[src/rtl/clkdiv_pkg.sv]
`default_nettype none
// ============================================================================
// Module      : clkdiv_pkg
// Description : Shared constants, channel configuration type and divisor clamp
//               for the programmable clock divider.
// Revision    : 1.0 - initial release
// ============================================================================
package clkdiv_pkg;

    localparam int CLKDIV_MIN_DIV = 2;
    localparam int CLKDIV_IDX_W   = 4;
    // Storage width of a configuration field; the divider WIDTH must not exceed it.
    localparam int CLKDIV_MAX_W   = 32;

    typedef struct packed {
        logic [CLKDIV_MAX_W-1:0] div;
        logic [CLKDIV_MAX_W-1:0] high;
    } chan_cfg_t;

    function automatic logic [CLKDIV_MAX_W-1:0] clamp_div(input logic [CLKDIV_MAX_W-1:0] d);
        return (d < CLKDIV_MAX_W'(CLKDIV_MIN_DIV)) ? CLKDIV_MAX_W'(CLKDIV_MIN_DIV) : d;
    endfunction

endpackage
`default_nettype wire

[src/rtl/clkdiv_channel.sv]
`default_nettype none
// ============================================================================
// Module      : clkdiv_channel
// Description : One divider channel: period counter, shadow/active config and
//               registered clock_out/tick. CLKDIV_PHASE_SYNC_EN adds sync_in.
// Revision    : 1.0 - initial release
// ============================================================================
module clkdiv_channel
    import clkdiv_pkg::*;
#(
    parameter int WIDTH       = 28,
    parameter int DEFAULT_DIV = 10
) (
    input  logic             clock_in,
    input  logic             reset_n,
    input  logic             chan_en,
    input  logic             wr_en,
    input  logic [WIDTH-1:0] wr_divisor,
    input  logic [WIDTH-1:0] wr_high,
`ifdef CLKDIV_PHASE_SYNC_EN
    input  logic             sync_in,
`endif
    output logic             clock_out,
    output logic             tick
);

    localparam chan_cfg_t c_reset_cfg = '{
        div:  CLKDIV_MAX_W'(DEFAULT_DIV),
        high: CLKDIV_MAX_W'(DEFAULT_DIV / 2)
    };

    logic [WIDTH-1:0]        r_cnt;
    chan_cfg_t               r_shadow;
    chan_cfg_t               r_active;
    logic                    r_clock_out;
    logic                    r_tick;

    chan_cfg_t               w_wr_cfg;
    chan_cfg_t               w_load_cfg;
    logic [CLKDIV_MAX_W-1:0] w_cnt_ext;
    logic                    w_restart;

    always_comb begin
        w_wr_cfg.div  = clamp_div(CLKDIV_MAX_W'(wr_divisor));
        w_wr_cfg.high = CLKDIV_MAX_W'(wr_high);
        // A write landing on the restart edge goes straight to the active set.
        w_load_cfg    = wr_en ? w_wr_cfg : r_shadow;
        w_cnt_ext     = CLKDIV_MAX_W'(r_cnt);
        w_restart     = (w_cnt_ext >= (r_active.div - CLKDIV_MAX_W'(1)));
`ifdef CLKDIV_PHASE_SYNC_EN
        w_restart     = w_restart | sync_in;
`endif
    end

    always_ff @(posedge clock_in or negedge reset_n) begin
        if (!reset_n) begin
            r_cnt       <= '0;
            r_shadow    <= c_reset_cfg;
            r_active    <= c_reset_cfg;
            r_clock_out <= 1'b0;
            r_tick      <= 1'b0;
        end else begin
            if (wr_en) begin
                r_shadow <= w_wr_cfg;
            end
            if (!chan_en) begin
                r_cnt       <= '0;
                r_clock_out <= 1'b0;
                r_tick      <= 1'b0;
                if (wr_en) begin
                    r_active <= w_wr_cfg;
                end
            end else begin
                r_clock_out <= (w_cnt_ext < r_active.high);
                r_tick      <= (r_cnt == '0);
                if (w_restart) begin
                    r_cnt    <= '0;
                    r_active <= w_load_cfg;
                end else begin
                    r_cnt    <= r_cnt + WIDTH'(1);
                end
            end
        end
    end

    assign clock_out = r_clock_out;
    assign tick      = r_tick;

endmodule
`default_nettype wire

[src/rtl/clock_divider_prog.sv]
`default_nettype none
// ============================================================================
// Module      : clock_divider_prog
// Description : Multi-channel runtime-programmable clock divider with glitch-free
//               reprogramming. CLKDIV_PHASE_SYNC_EN adds a phase-align input.
// Revision    : 1.0 - initial release
// ============================================================================
module clock_divider_prog
    import clkdiv_pkg::*;
#(
    parameter int CHANNELS    = 4,
    parameter int WIDTH       = 28,
    parameter int DEFAULT_DIV = 10
) (
    input  logic                    clock_in,
    input  logic                    reset_n,
    input  logic [CHANNELS-1:0]     chan_en,
    input  logic                    wr_en,
    input  logic [CLKDIV_IDX_W-1:0] wr_chan,
    input  logic [WIDTH-1:0]        wr_divisor,
    input  logic [WIDTH-1:0]        wr_high,
`ifdef CLKDIV_PHASE_SYNC_EN
    input  logic                    sync_in,
`endif
    output logic [CHANNELS-1:0]     clock_out,
    output logic [CHANNELS-1:0]     tick
);

    logic [CHANNELS-1:0] w_wr_hit;

    generate
        for (genvar i = 0; i < CHANNELS; i++) begin : g_chan
            // Indices at or above CHANNELS match no channel, so such writes drop.
            assign w_wr_hit[i] = wr_en && (wr_chan == CLKDIV_IDX_W'(i));

            clkdiv_channel #(
                .WIDTH       (WIDTH),
                .DEFAULT_DIV (DEFAULT_DIV)
            ) u_channel (
                .clock_in    (clock_in),
                .reset_n     (reset_n),
                .chan_en     (chan_en[i]),
                .wr_en       (w_wr_hit[i]),
                .wr_divisor  (wr_divisor),
                .wr_high     (wr_high),
`ifdef CLKDIV_PHASE_SYNC_EN
                .sync_in     (sync_in),
`endif
                .clock_out   (clock_out[i]),
                .tick        (tick[i])
            );
        end
    endgenerate

endmodule
`default_nettype wire

[config.mk]
export PLATFORM = sky130hd
export DESIGN_NAME = clock_divider_prog
export DESIGN_NICKNAME = d
export VERILOG_FILES = /design/src/rtl/clkdiv_pkg.sv /design/src/rtl/clkdiv_channel.sv /design/src/rtl/clock_divider_prog.sv
export SDC_FILE = /design/constraint.sdc
export NUM_CORES = 1
export LEC_CHECK = 0
export BUFFER_PORTS_ARGS = -buffer_cell sky130_fd_sc_hd__buf_2
export CORE_MARGIN = 2
export CORE_UTILIZATION = 50
export CTS_BUF_LIST = sky130_fd_sc_hd__clkbuf_2
export CTS_CLUSTER_SIZE = 24
export DETAILED_ROUTE_END_ITERATION = 6
export PLACE_DENSITY = 0.71
export SLEW_MARGIN = 10
export SYNTH_ARGS = -nofsm -noshare
export SYNTH_HDL_FRONTEND = slang
export SYNTH_HIERARCHICAL = 1
export SYNTH_SLANG_ARGS = --single-unit
[constraint.sdc]
create_clock -name clock_in -period 6.3 [get_ports clock_in]
set_input_delay 0.63 -clock clock_in [delete_from_list [all_inputs] [get_ports clock_in]]
set_output_delay 0.63 -clock clock_in [all_outputs]
set_load 0.05 [all_outputs]
==> key figures <==
Run status
  – Outcome: finished clean

Timing
  – Clock Skew: 0.06043 ns
  – Worst Tran Pin Value: 1.122 ns
  – Final setup vio count: 0
  – Final Cycle Share: 84.16%
  – Worst rel slew slack: 25.07%
  – Hold Vio Cnt, Final: 0
  – Slew Viols, Final: 0
  – Final hold slack: between 0.2 and 0.3 ns
  – RSZ-0062 raised after global routing: no
  – Fmax: approximately 190 MHz
  – Crit path time final: 5.302 ns
  – Final setup TNS: 0 ns

Synthesis
  – Syn_nets: between 3,000 and 4,000
  – Ys async rst share: 100.0%
  – Yosys warnings: 6
  – Unique masters post-synth: 82
  – Syn Std Cell Area: 37,300 um2
  – Post-synthesis simple-gate area fraction: 15.43%
  – Ys flop type: dfrtp_1
  – #FFs+latches synth: 632
  – Post-Synth Adder-Cell Area: approximately 7.8%
  – Synth Area in XOR/XNOR: around 4.7%
  – Largest family of logic cells by synthesized area: simple AND/OR/NAND/NOR gates
  – Register area share after synthesis: around 43%
  – Synth Area in Compound Gates: between 10 and 15%
  – Mux cell area share after synthesis: 14.52%
  – Number of synthesized flops with an enable pin: 0
  – Synth Area per Inst: approximately 10 um2
  – Synth Instances: 3,588

Route
  – Post-Route WL: 98,300 um
  – Pre-antenna DRT Iters: 7
  – DR vias: 28,580
  – Via/cell ratio: around 5.9
  – Post-route DRC: 0
  – Initial drt markers: between 2,000 and 2,500
  – Routed Antenna Nets: 0
  – Routed wire per std cell: 20.19 um

Place
  – Dpl hpwl: 62,410 um
  – Final RePlAce weighted congestion: 0.8534
  – Number of port buffers: 74

Clocking
  – Clock sinks: 632
  – Root buffer cell: clkbuf_2
  – Post_cts resized: 0
  – Clock-pin slew on the worst setup and hold paths: 0.11 ns
  – CTS buffer count: between 150 and 200
  – CTS tree: yes
  – Clock tree buffer depth: 3
  – Worst skew pair latency: around 1.4 ns
  – Post-CTS Setup Repair Bufs: 0
  – CTS HTree Levels: 4
  – Cts hold-fix bufs: 85

Flow run
  – Max Cap Viol: 0

Critical path
  – Crit-path cells: or4_1 > or3_1 > or2_1 > nor2b_1 > nand3_1 > nor4_1 > xnor2_1 > ha_1 > a21oi_1 > nor2b_1 > a2111oi_0 > a211oi_4 > buf_4 > mux2i_1 > dlygate4sd3_1
  – Crit-path slowest cell: a2111oi_0
  – Critical Path End Type: flop
  – Critical Path Fanout Max: 54
  – CP peak stage delay: 0.87 ns
  – Crit-path most repeated cell: nor2b_1
  – Startpoint types: flop
  – Worst Path Required: 7.53 ns
  – CP bufs+invs: 2
  – Crit path DAT: 6.53 ns
  – CP delay by family, top: simple AND/OR/NAND/NOR gates
  – Critical path class: flop to flop

Global routing
  – Total Routing Usage GR: 25.70%
  – Vias in the first global route: ~28,000
  – Largest net degree at the start of global routing: 183
  – Initial antenna violation count: 4
  – Remaining Overflow, GRT: 0
  – First-pass GRT wire length: approximately 160,000 um

Floorplan
  – Initial Utilization: 50.27%
  – Die area: 76,800 um2
  – Die X-Extent: around 280 um
  – Core area: between 70,000 and 80,000 um2
  – Floorplan row count: 100
  – # IOs: 75
  – Die Y-Extent: ~280 um

Final layout
  – Multi-input logic area: approximately 20,000 um2
  – Most common cell after layout, fill and taps aside: dfrtp_1
  – Layout cell share with drive strength beyond 1: 18.19%
  – Net count, final: 4,059
  – FILL cells: 6,544
  – Utilization after layout: 55.02%
  – Commonest cells after routing, fill and taps aside: 600 x dfrtp_1, 328 x nor2_1, 308 x mux2i_1, 260 x clkbuf_2, 252 x a21oi_1
  – Area Overhead vs Synth: 9.450%
  – Sequential Area: 15,860 um2

Worst hold path
  – Worst Hold Class: input port to flop

Pwr
  – Maximum VDD drop: 0.1775 mV
  – Leak Pwr: ~18 nW
  – Power Density: 271.9 nW/um2
==> synth_stat cells, types with 16 or more instances <==
library cell | instances | share of area [%]
dfrtp_1 | 600 | 40
nor2_1 | 328 | 3.3
mux2i_1 | 308 | 8.3
a21oi_1 | 252 | 3.4
ha_1 | 232 | 7.8
mux2_2 | 207 | 6.2
inv_1 | 170 | 1.7
clkbuf_1 | 120 | 1.2
nand2_1 | 119 | 1.2
xnor2_1 | 115 | 2.7
nand3b_1 | 95 | 1.9
xor2_1 | 87 | 2.0
nand3_1 | 84 | 1.1
o21ai_0 | 76 | 1.0
nor4_1 | 69 | 1.2
nor3_1 | 65 | 0.87
nor3b_1 | 63 | 1.3
nand4_1 | 51 | 0.86
nor2b_1 | 51 | 0.86
o221a_2 | 48 | 1.4
o221a_1 | 46 | 1.4
a21o_1 | 43 | 0.87
dfstp_2 | 32 | 2.3
and3_1 | 30 | 0.50
buf_2 | 21 | 0.28
buf_1 | 19 | 0.19
or2_2 | 16 | 0.27
==> metal layers <==
layer,up-vias,part of all wire [%],track usage [%],wire length [um]
li1,13490,-,-,-
met1,14190,44,33.99,43400
met2,721,46,40.97,45470
met3,179,6.2,5.450,6058
met4,2,3.4,10.87,3359
met5,-,0.013,0,13
==> final timing paths <==
kind                                                  start                               end  slack (ns)  cells past startpoint
max                        g_chan[0].u_channel/r_active[43]  g_chan[0].u_channel/r_active[13]         1.0                     15
min                                              wr_chan[3]  g_chan[2].u_channel/r_active[20]        0.27                      5
max reg2reg                g_chan[0].u_channel/r_active[43]  g_chan[0].u_channel/r_active[13]         1.0                     15
min reg2reg                 g_chan[1].u_channel/r_shadow[0]   g_chan[1].u_channel/r_shadow[0]        0.49                      2
max in group asynchronous                           reset_n  g_chan[2].u_channel/r_active[29]        4.98                      4
min in group asynchronous                           reset_n  g_chan[1].u_channel/r_active[33]        0.46                      3
==> report_power, final <==
group	total (mW)	leakage, nW	switching (mW)	internal (mW)
Sequential	5.32	7.65	0.541	4.78
Clock	3.08	1.24	1.78	1.30
Combinational	2.70	9.46	1.45	1.25
==> flip-flops by register name, summed over array words and instances (netlist names) <==
register / count
g_chan.u_channel/clock_out: 4
g_chan.u_channel/tick: 4
g_chan.u_channel/r_shadow: 256
g_chan.u_channel/r_active: 256
g_chan.u_channel/r_cnt: 112
==> final cells by class <==
| cell class | count | area share, % |
|---|---|---|
| Multi-Input combinational cell | 2603 | 48.89 |
| Sequential cell | 632 | 38.84 |
| Timing Repair Buffer | 184 | 3.715 |
| Clock buffer | 260 | 3.188 |
| Tap cell | 969 | 2.970 |
| Inverter | 171 | 1.572 |
| Clock inverter | 48 | 0.8183 |
| Antenna cell | 1 | 0.006130 |
==> kinds of logic after synthesis <==
family,Yosys count
simple gates,1062
buf+inv,353
mux,515
xor+xnor,202
flops,632
compound gates,592
fa+ha+maj,232
==> stage by stage <==
stage | worst slack [ns] | cells | cell area, um2 | total power, mW
after global routing | 0.6851 | 4868 | 40820 | 11.89
after detailed placement | 1.244 | 4474 | 38320 | 8.016
final | 0.9977 | 4868 | 40820 | 11.10
after global placement | 1.377 | 4474 | 38320 | 7.889
after CTS | 1.008 | 4867 | 40820 | 11.22
after floorplan | 2.247 | 3588 | 37300 | 7.222
==> tightest hold or removal path, delay by kind of cell <==
kind | cells | cell delay [ns]
AOI/OAI and AO/OA | 1 | 0.16
buffers and inverters | 1 | 0.28
muxes | 1 | 0.07
and+or+nand+nor | 2 | 0.39
Power figures use the tool's default switching activity.
